## src/rtl/decode_pkg.sv

```systemverilog
// decode_pkg: shared types and constants for the registered opcode decoder.
//   - alu_op codes AluOp0..AluOp15
//   - skip_kind_e: kind of conditional skip an instruction requests
//   - state_e:     sequencer states
//   - instruction class codes taken from opcode bits [7:6]
//   - bundle_t:    decoded control bundle (operand travels separately)
package decode_pkg;

  localparam logic [3:0] AluOp0  = 4'd0;
  localparam logic [3:0] AluOp1  = 4'd1;
  localparam logic [3:0] AluOp2  = 4'd2;
  localparam logic [3:0] AluOp3  = 4'd3;
  localparam logic [3:0] AluOp4  = 4'd4;
  localparam logic [3:0] AluOp5  = 4'd5;
  localparam logic [3:0] AluOp6  = 4'd6;
  localparam logic [3:0] AluOp7  = 4'd7;
  localparam logic [3:0] AluOp8  = 4'd8;
  localparam logic [3:0] AluOp9  = 4'd9;
  localparam logic [3:0] AluOp10 = 4'd10;
  localparam logic [3:0] AluOp11 = 4'd11;
  localparam logic [3:0] AluOp12 = 4'd12;
  localparam logic [3:0] AluOp13 = 4'd13;
  localparam logic [3:0] AluOp14 = 4'd14;
  localparam logic [3:0] AluOp15 = 4'd15;

  typedef enum logic [1:0] {
    SkipNone   = 2'd0,
    SkipZero   = 2'd1,
    SkipBitClr = 2'd2,
    SkipBitSet = 2'd3
  } skip_kind_e;

  typedef enum logic [1:0] {
    StRun      = 2'd0,
    StWaitCond = 2'd1,
    StSquash   = 2'd2,
    StFlush    = 2'd3
  } state_e;

  localparam logic [1:0] ClsByte = 2'b00;
  localparam logic [1:0] ClsBit  = 2'b01;
  localparam logic [1:0] ClsCtrl = 2'b10;
  localparam logic [1:0] ClsLit  = 2'b11;

  typedef struct packed {
    logic [3:0] alu_op;
    logic       d;
    logic       switch_a_m;
    logic       wr_en;
    logic [2:0] bit_number;
    logic [1:0] skip_kind;
    logic       is_branch;
    logic       is_call;
  } bundle_t;

  // Idle bundle: everything zero except alu_op, which idles at 1.
  function automatic bundle_t reset_bundle();
    bundle_t b;
    b        = '0;
    b.alu_op = AluOp1;
    return b;
  endfunction

endpackage

```

## src/rtl/decode_table.sv

```systemverilog
// decode_table: purely combinational opcode byte -> control bundle mapping.
// Ports:
//   i_op     in  8 : opcode byte
//   o_bundle out   : decoded bundle (bundle_t)
// Build option DECODE_SKIP_EN: when defined, DECFSZ/INCFSZ/BTFSC/BTFSS report a
// skip_kind; otherwise they decode as DECF/INCF/NOP/NOP.
module decode_table
  import decode_pkg::*;
(
  input  logic [7:0] i_op,
  output bundle_t    o_bundle
);

  logic w_unused_op0;
  assign w_unused_op0 = i_op[0];

  always_comb begin
    o_bundle            = reset_bundle();
    o_bundle.bit_number = i_op[3:1];
    unique case (i_op[7:6])
      ClsByte: begin
        o_bundle.d          = i_op[1];
        o_bundle.switch_a_m = 1'b1;
        o_bundle.wr_en      = 1'b1;
        case (i_op[5:2])
          4'b0111: o_bundle.alu_op = AluOp2;
          4'b0101: o_bundle.alu_op = AluOp4;
          4'b0001: o_bundle.alu_op = AluOp9;
          4'b1001: o_bundle.alu_op = AluOp12;
          4'b0011: o_bundle.alu_op = AluOp6;
          4'b1010: o_bundle.alu_op = AluOp5;
          4'b0100: o_bundle.alu_op = AluOp10;
          4'b1000: o_bundle.alu_op = AluOp0;
          4'b1101: o_bundle.alu_op = AluOp8;
          4'b1100: o_bundle.alu_op = AluOp15;
          4'b0010: o_bundle.alu_op = AluOp3;
          4'b1110: o_bundle.alu_op = AluOp11;
          4'b0110: o_bundle.alu_op = AluOp7;
          4'b1011: begin
            o_bundle.alu_op = AluOp6;
`ifdef DECODE_SKIP_EN
            o_bundle.skip_kind = SkipZero;
`endif
          end
          4'b1111: begin
            o_bundle.alu_op = AluOp5;
`ifdef DECODE_SKIP_EN
            o_bundle.skip_kind = SkipZero;
`endif
          end
          default: o_bundle.alu_op = AluOp1;
        endcase
      end
      ClsBit: begin
        o_bundle.d          = 1'b1;
        o_bundle.switch_a_m = 1'b1;
        if (!i_op[5]) begin
          o_bundle.wr_en  = 1'b1;
          o_bundle.alu_op = i_op[4] ? AluOp13 : AluOp14;
        end else begin
          // Bit tests never write back.
          o_bundle.wr_en = 1'b0;
`ifdef DECODE_SKIP_EN
          o_bundle.alu_op    = AluOp0;
          o_bundle.skip_kind = i_op[4] ? SkipBitSet : SkipBitClr;
`else
          o_bundle.alu_op = AluOp1;
`endif
        end
      end
      ClsLit: begin
        o_bundle.wr_en = 1'b1;
        casez (i_op[5:2])
          4'b00??: o_bundle.alu_op = AluOp0;
          4'b1000: o_bundle.alu_op = AluOp10;
          4'b1001: o_bundle.alu_op = AluOp4;
          4'b1010: o_bundle.alu_op = AluOp7;
          4'b110?: o_bundle.alu_op = AluOp3;
          4'b111?: o_bundle.alu_op = AluOp2;
          default: o_bundle.alu_op = AluOp1;
        endcase
      end
      ClsCtrl: begin
        o_bundle.is_branch = 1'b1;
        o_bundle.is_call   = ~i_op[5];
      end
    endcase
  end

endmodule

```

## src/rtl/decode_seq.sv

```systemverilog
// decode_seq: registered, valid/ready handshaked instruction decoder with a
// sequencer that squashes the instruction after a taken skip and flushes
// FLUSH_N instructions after a GOTO/CALL.
// Ports:
//   clk, reset (sync, active-high)
//   in_valid/in_ready/inst        : instruction input handshake
//   out_valid/out_ready           : decoded bundle output handshake
//   alu_op, d, switch_a_m, wr_en, bit_number, operand, skip_kind,
//   is_branch, is_call            : registered decoded bundle
//   skip_valid/skip_take          : skip resolution from execute
// Build option DECODE_SKIP_EN: enables skip decoding and the WAIT_COND/SQUASH
// states; without it skip_valid/skip_take are ignored.
module decode_seq
  import decode_pkg::*;
#(
  parameter int unsigned INST_W  = 16,
  parameter int unsigned FLUSH_N = 1
) (
  input  logic              clk,
  input  logic              reset,
  input  logic              in_valid,
  output logic              in_ready,
  input  logic [INST_W-1:0] inst,
  output logic              out_valid,
  input  logic              out_ready,
  output logic [3:0]        alu_op,
  output logic              d,
  output logic              switch_a_m,
  output logic              wr_en,
  output logic [2:0]        bit_number,
  output logic [INST_W-9:0] operand,
  output logic [1:0]        skip_kind,
  output logic              is_branch,
  output logic              is_call,
  input  logic              skip_valid,
  input  logic              skip_take
);

  localparam int unsigned CntW = (FLUSH_N > 0) ? $clog2(FLUSH_N + 1) : 1;

  bundle_t           w_dec;
  bundle_t           r_bundle;
  logic [INST_W-9:0] r_operand;
  logic              r_out_valid;
  state_e            r_state;
  state_e            w_state_next;
  logic [CntW-1:0]   r_cnt;
  logic [CntW-1:0]   w_cnt_next;
  logic              w_in_ready;
  logic              w_accept;
  logic              w_emit;

`ifndef DECODE_SKIP_EN
  logic w_unused_skip;
  assign w_unused_skip = skip_valid ^ skip_take;
`endif

  decode_table u_decode_table (
    .i_op     (inst[INST_W-1 -: 8]),
    .o_bundle (w_dec)
  );

  assign w_in_ready = (~r_out_valid | out_ready) & (r_state != StWaitCond);
  assign w_accept   = in_valid & w_in_ready;
  // Only instructions accepted in RUN reach the output; SQUASH/FLUSH drop them.
  assign w_emit     = w_accept & (r_state == StRun);

  always_comb begin
    w_state_next = r_state;
    w_cnt_next   = r_cnt;
    unique case (r_state)
      StRun: begin
        if (w_accept && w_dec.is_branch && (FLUSH_N > 0)) begin
          w_state_next = StFlush;
          w_cnt_next   = CntW'(FLUSH_N);
        end
`ifdef DECODE_SKIP_EN
        if (w_accept && (w_dec.skip_kind != SkipNone)) begin
          w_state_next = StWaitCond;
        end
`endif
      end
      StWaitCond: begin
`ifdef DECODE_SKIP_EN
        if (skip_valid) begin
          w_state_next = skip_take ? StSquash : StRun;
        end
`else
        w_state_next = StRun;
`endif
      end
      StSquash: begin
        if (w_accept) begin
          w_state_next = StRun;
        end
      end
      StFlush: begin
        if (w_accept) begin
          w_cnt_next = r_cnt - 1'b1;
          if (r_cnt == CntW'(1)) begin
            w_state_next = StRun;
          end
        end
      end
    endcase
  end

  always_ff @(posedge clk) begin
    if (reset) begin
      r_state     <= StRun;
      r_cnt       <= '0;
      r_out_valid <= 1'b0;
      r_bundle    <= reset_bundle();
      r_operand   <= '0;
    end else begin
      r_state <= w_state_next;
      r_cnt   <= w_cnt_next;
      if (w_emit) begin
        r_out_valid <= 1'b1;
        r_bundle    <= w_dec;
        r_operand   <= inst[INST_W-9:0];
      end else if (out_ready) begin
        r_out_valid <= 1'b0;
      end
    end
  end

  assign in_ready   = w_in_ready;
  assign out_valid  = r_out_valid;
  assign alu_op     = r_bundle.alu_op;
  assign d          = r_bundle.d;
  assign switch_a_m = r_bundle.switch_a_m;
  assign wr_en      = r_bundle.wr_en;
  assign bit_number = r_bundle.bit_number;
  assign operand    = r_operand;
  assign skip_kind  = r_bundle.skip_kind;
  assign is_branch  = r_bundle.is_branch;
  assign is_call    = r_bundle.is_call;

endmodule

```

## config.mk

```make
export PLATFORM = sky130hd
export DESIGN_NAME = decode_seq
export DESIGN_NICKNAME = d
export VERILOG_FILES = /design/src/rtl/decode_pkg.sv /design/src/rtl/decode_table.sv /design/src/rtl/decode_seq.sv
export SDC_FILE = /design/constraint.sdc
export NUM_CORES = 1
export LEC_CHECK = 0
export CORE_MARGIN = 3
export CORE_UTILIZATION = 50
export CTS_BUF_LIST = sky130_fd_sc_hd__clkbuf_8 sky130_fd_sc_hd__clkbuf_16
export DETAILED_ROUTE_END_ITERATION = 8
export DONT_BUFFER_PORTS = 1
export PLACE_DENSITY_LB_ADDON = 0.05
export RECOVER_POWER = 50
export SLEW_MARGIN = 25
export SYNTH_ARGS = -nofsm -noshare
export SYNTH_HDL_FRONTEND = slang
export SYNTH_SLANG_ARGS = --single-unit
```

## constraint.sdc

```tcl
create_clock -name clk -period 1.4 [get_ports clk]
set_input_delay 0.14 -clock clk [delete_from_list [all_inputs] [get_ports clk]]
set_output_delay 0.14 -clock clk [all_outputs]
set_load 0.05 [all_outputs]
```

======== After elaboration in Yosys (flattened, before gate mapping) ========
Memories as Yosys holds them, arrays and structs flattened.
Cells that the tools add are included.
operators by class
  add/sub/neg operators ................... 1
  equal/unequal tests ..................... 16
  mux-type cells .......................... 18
  bitwise logic cells ..................... 6
  reduce and logical (&&, ||, !) cells .... 9
operator list
  operator               number
  $pmux W4 S6            1
  $eq A4 B4 Y1 const B   3
  $mux W2                6
  $pmux W4 S3            1
  $eq A2 B2 Y1 const B   4
  $pmux W2 S4            1
  $eq A3 B3 Y1 const B   2
  $logic_not A2 Y1       3
  $ne A2 B2 Y1 const B   3
  $mux W1                5
  $eq A2 B1 Y1 const B   2
  $mux W4                1
  $ne A2 B1 Y1 const B   2
  $pmux W1 S2            2
  $pmux W2 S2            1
  $reduce_and A4 Y1      1
  $reduce_bool A2 Y1     2
  $and A1 B1 Y1          3
  $reduce_and A3 Y1      1
  $not A1 Y1             2
  $reduce_or A2 Y1       1
  $logic_and A1 B1 Y1    1
  $or A1 B1 Y1           1
  $sub A1 B1 Y1 const B  1
storage, ports and cells
  bits in registers ....................... 24
  memory bits (read-only) ................. 64
  input bits .............................. 22
  output and inout port bits .............. 24
  memories kept ........................... 1
memories
  name             depth  bits a word  rd ports  clocked after Yosys merged registers in  wr ports  RTL line            text
  (no name shown)  16     4            1         0                                        0         decode_table.sv:25  case (i_op[5:2])

======== Depth between registers and ports, before layout ========
Gate-level depths: netlist of the first run.
  word-level depth ........................ 7
  mapped depth ............................ 6

======== Hierarchy ========
Synthesis of the first run repeated with hierarchy kept, for this count alone.
second synthesis, totals
  cell total of the unflattened synthesis .. 175
  area, all modules ....................... 1480.2 um^2
by module, submodules not included
  module        instances  cells each  area an instance (um^2)
  decode_seq    1          114         997.2
  decode_table  1          61          483.0

======== Least setup slack after synthesis of the first run ========
No wires, ideal clock.
  kind .................................... register to register
  from .................................... reg r_out_valid (netlist: out_valid)
  to ...................................... reg r_bundle, in the netlist bit_number[0]
  arrival ................................. 1.796 ns
  data required time ...................... 1.330 ns
  setup slack ............................. -0.466 ns
  stages on the path, launching flop included .. 7
  buffers on the path ..................... 1
  period minus slack after synthesis ...... 1.866 ns
  cell sequence ........................... dfxtp_1 nor2b_4 inv_1 nand3_1 buf_2 nand2_1 a21oi_1
between the ends
  longest elaborated chain between the ends .. 5
ends and longest elaborated chain
  what                    RTL line           text
  from (decl)             decode_seq.sv:44   logic r_out_valid;
  from (signal assigned)  decode_seq.sv:112  r_out_valid <= 1'b0;
  from (signal assigned)  decode_seq.sv:119  r_out_valid <= 1'b1;
  from (signal assigned)  decode_seq.sv:123  r_out_valid <= 1'b0;
  $not A1 Y1              decode_seq.sv:63   assign w_in_ready = (~r_out_valid | out_ready) & (r_state != StWaitCond);
  $or A1 B1 Y1            decode_seq.sv:63
  $and A1 B1 Y1           decode_seq.sv:63
  net in_ready            decode_seq.sv:22   output logic in_ready,
  $and A1 B1 Y1           decode_seq.sv:64   assign w_accept = in_valid & w_in_ready;
  $and A1 B1 Y1           decode_seq.sv:66   assign w_emit = w_accept & (r_state == StRun);
  to (signal assigned)    decode_seq.sv:113  r_bundle <= reset_bundle();
  to (signal assigned)    decode_seq.sv:120  r_bundle <= w_dec;
  to (decl)               decode_seq.sv:42   bundle_t r_bundle;
The timed path passes the listed nets, and every way through them passes these cells.
A chain may end at the register's enable or synchronous reset.

======== Worst setup path in the final report of the first run ========
  from .................................... reg r_out_valid (netlist: out_valid)
  to ...................................... reg r_bundle, in the netlist alu_op[0]
between the ends
  longest elaborated chain between the ends .. 5
ends and longest elaborated chain
  what           RTL line
  $not A1 Y1     decode_seq.sv:63
  $or A1 B1 Y1   decode_seq.sv:63
  $and A1 B1 Y1  decode_seq.sv:63
  $and A1 B1 Y1  decode_seq.sv:64
  $and A1 B1 Y1  decode_seq.sv:66
No other way between the ends.

==> summary by stage, run 1 <==
Setup path
The arrival time at the worst endpoint is 1.49 ns. The worst path required time is 1.54 ns. The length in cells of the worst reg-to-reg path is 4. In this run the worst path has a maximum fanout of 3. The worst setup path is launched from a flip-flop. The critical path is of the flip-flop to flip-flop type. STA classifies the critical path endpoint as a flip-flop.

Route
The final wirelength is 2800 um. The detailed-route wire length per cell is 13.5 um. The number of DRC markers after the initial detailed-route iteration is 29. The post-route DRC violation count is 0. The pre-antenna-repair detailed-routing pass consisted of 4 iterations. The average via count per standard cell is 5.47.

The remaining number of nets flagged by the antenna check after routing is 0. The routed layout has 1132 vias.

Power
The leakage power summed over all cells is 0.000598 uW. Power spread over the standard cell area amounts to 1020 nW/um^2. The largest voltage drop on the vdd net is 0.000548 V.

Finish
The sequential cell area in the final layout is 464 um^2. The filler cells instantiated in the layout total 192. The share of layout cells above drive strength 1 is 15.1%. The final layout contains 212 nets. The area of the multi-input gates is 709 um^2.

In the layout the commonest cells are sky130_fd_sc_hd__nand2_1, sky130_fd_sc_hd__dfxtp_1, sky130_fd_sc_hd__a21oi_1. The layout overhead on the synthesized area is 20.1%. The final design utilization is 64.8%. The area of all placed cells without fillers is 1470 um^2.

The antenna diode count is 0. The leading cell type in the layout, fill and taps excluded is sky130_fd_sc_hd__nand2_1.

Clock network
The sink count of the clock tree is 23. The number of buffers between clock root and the deepest sink is 2. Gates resized during post-CTS repair numbered 0. After clock tree synthesis, the clock-pin slew on the worst setup and hold paths is 0.08 ns. The clock reaches the later pin of the worst-skew pair after 0.25 ns. The CTS buffer count is 3. The TritonCTS clock tree is done. The cell sitting at the root of the clock tree is a sky130_fd_sc_hd__clkbuf_8. The number of levels in the clock H-tree is 1.

Timing
The count of final hold-check violations is 0. For the pin with the worst max-slew slack, the measured transition is 0.703 ns. Timing would allow up to 0.740 GHz. The max-slew violation count was 0. The minimum period implied by the final worst setup slack is 1.35 ns. Across the routed clock network, the largest skew measured is 0.00350 ns. The share of the clock period used by the worst path after layout is 96.5%. Setup repair after global routing could not meet its margin everywhere. Setup violations remaining at the end of the flow were counted as 0. In this run the tightest slew margin relative to its limit is 53.0%. The final worst setup slack is 0.0491 ns.

Synth
Summing every instance area after synthesis gives 1230 um^2. A synthesized cell averages 8.13 um^2. Synthesis inferred 23 register bits.

For this run, the number of Yosys warnings is 0. Sequential elements use 37.5% of the synthesized area. The netlist uses 33 different library cells. The post-synthesis cell count is 151.

Floorplan
In this run the standard cell core region covers 2280 um^2. Pin placement for this block handled 46 I/O pins. The die is 55.5 um wide. The die is 55.5 um tall. For this configuration, the core starts out at a cell density of 53.9%.

The overall die area is 3090 um^2. After floorplanning, the core was divided into 17 placement rows.

Global routing
The via count of the first global-routing pass came to 1113. The combined global-route utilization of all metal layers is 18.7%. The initial antenna violation count is 0.

The wire length of the first global-routing pass is 4830 um. After global routing the overflow that remains totals 0. Entering global routing, the biggest net connects 21 pins.

Min path
The classification of the worst-slack hold path is input port to flip-flop. The worst hold path stage count is 2.

Place
The total of buffers placed on input and output ports is 0. The HPWL reported at the end of detailed placement is 2150 um. The worst slack at placement is -0.0160 ns.

The instance area at placement is 1480 um^2. At the end of routability-driven placement, the weighted congestion stood at 0.858.

Run
The number of max-capacitance violations reported is 0.

Outcome
The run finished with clean final reports.
## flip-flops by register name (all words and copies together) (netlist names)
name / flops
d: 1
wr_en: 1
bit_number: 3
out_valid: 1
r_state: 1
operand: 8
is_call: 1
is_branch: 1
r_cnt: 1
switch_a_m: 1
alu_op: 4
## Yosys cell counts (all sizes together)
cell	n	area share, %
a211oi	4	2.4
inv	9	2.8
nand2	31	9.5
or3	1	0.51
dfxtp	23	38
nand3	3	1.2
a31oi	2	1.0
o2bb2ai	2	1.4
o2111ai	1	0.71
mux2i	1	0.82
o31ai	2	1.2
nor2b	3	2.1
o22ai	3	1.5
nor2	8	2.7
or4	1	0.92
buf	7	3.3
conb	1	0.31
nand2b	4	2.7
clkbuf	2	0.61
mux2	1	0.92
or2	1	0.51
mux4	1	1.8
o211a	1	0.82
a211o	1	0.71
o21ai	3	1.2
ha	10	10
a21oi	20	8.2
o211ai	2	1.2
nor3	3	1.2
## report_power, final
group	total (uW)	internal (uW)	leakage, uW	switching [uW]
Clock	385	195	0.0000269	190
Sequential	712	695	0.000189	17.8
Combinational	408	126	0.000382	282
Total	1510	1020	0.000598	489
## timing repair
item | 4_1_cts | 5_1_grt
buffers inserted | 0 | 1
hold endpoints to repair | 20 | 0
hold buffers | 1 | 0
endpoints found under the setup margin | 0 | 2
## layer usage
layer  up-vias  part of all wire (%)  global-route usage, %  wire [um]
li1        566                     -                      -          -
met1       523                    43                   23.1       1190
met2        41                    48                   31.1       1340
met3         2                   9.0                   6.07        251
met4         0                  0.43                   4.86         12
met5         -                     0                      0          0
## logic make-up (layout without fill, tap and decap cells)
| group | count (synthesis) | count (layout) | share of synthesized area (%) |
|---|---|---|---|
| and+or+nand+nor | 55 | 55 | 21.3 |
| AOI/OAI and AO/OA | 41 | 41 | 20.5 |
| DFF | 23 | 23 | 37.5 |
| buffers and inverters | 18 | 45 | 6.63 |
| adders and majority gates | 10 | 10 | 10.2 |
| muxes | 3 | 3 | 3.57 |
| other | 1 | 2 | 0.306 |
## path summary, 6_finish.rpt
| path | start | end | slack (ns) |
|---|---|---|---|
| min reg2reg | operand[3] | operand[3] | 0.45 |
| max | out_valid | alu_op[0] | 0.05 |
| min | inst[5] | operand[5] | 0.02 |
| max reg2reg | out_valid | alu_op[0] | 0.05 |
## critical path, cell delays in order (launching register included)
cell,delay [ns]
sky130_fd_sc_hd__dfxtp_4,0.34
sky130_fd_sc_hd__nor2b_4,0.14
sky130_fd_sc_hd__or4_4,0.50
sky130_fd_sc_hd__a211oi_2,0.16
sky130_fd_sc_hd__a31oi_1,0.10
## metrics by stage
| stage | hold WS (ns) | std cells | TNS [ns] | power (uW) |
|---|---|---|---|---|
| after floorplan | 0.280 | 152 | -1.44 | 1060 |
| after global placement | 0.208 | 201 | 0 | 1140 |
| after detailed placement | 0.208 | 201 | -0.0160 | 1150 |
| final | 0.0184 | 207 | 0 | 1510 |
| after global routing | 0.0109 | 207 | -0.00690 | 1590 |
| after CTS | 0.0152 | 206 | 0 | 1550 |
## layout make-up
type | count | area share, %
repair buffers | 32 | 12.4
multi-input cells | 111 | 48.1
flip-flops and latches | 23 | 31.5
clock inverters | 1 | 0.255
inverters | 9 | 2.55
clock buffers | 3 | 2.80
well taps | 28 | 2.38
Power figures use the tool's default switching activity.
==> run 2: changes to the inputs <==
--- a/config.mk
+++ b/config.mk
@@ -10,6 +10,7 @@
 export CTS_BUF_LIST = sky130_fd_sc_hd__clkbuf_8 sky130_fd_sc_hd__clkbuf_16
 export DETAILED_ROUTE_END_ITERATION = 8
 export DONT_BUFFER_PORTS = 1
+export GPL_ROUTABILITY_DRIVEN = 0
 export PLACE_DENSITY_LB_ADDON = 0.05
 export RECOVER_POWER = 50
 export SLEW_MARGIN = 25
==> results of run 2 <==
Final layout, timing and power as in run 1 (identical DEF).
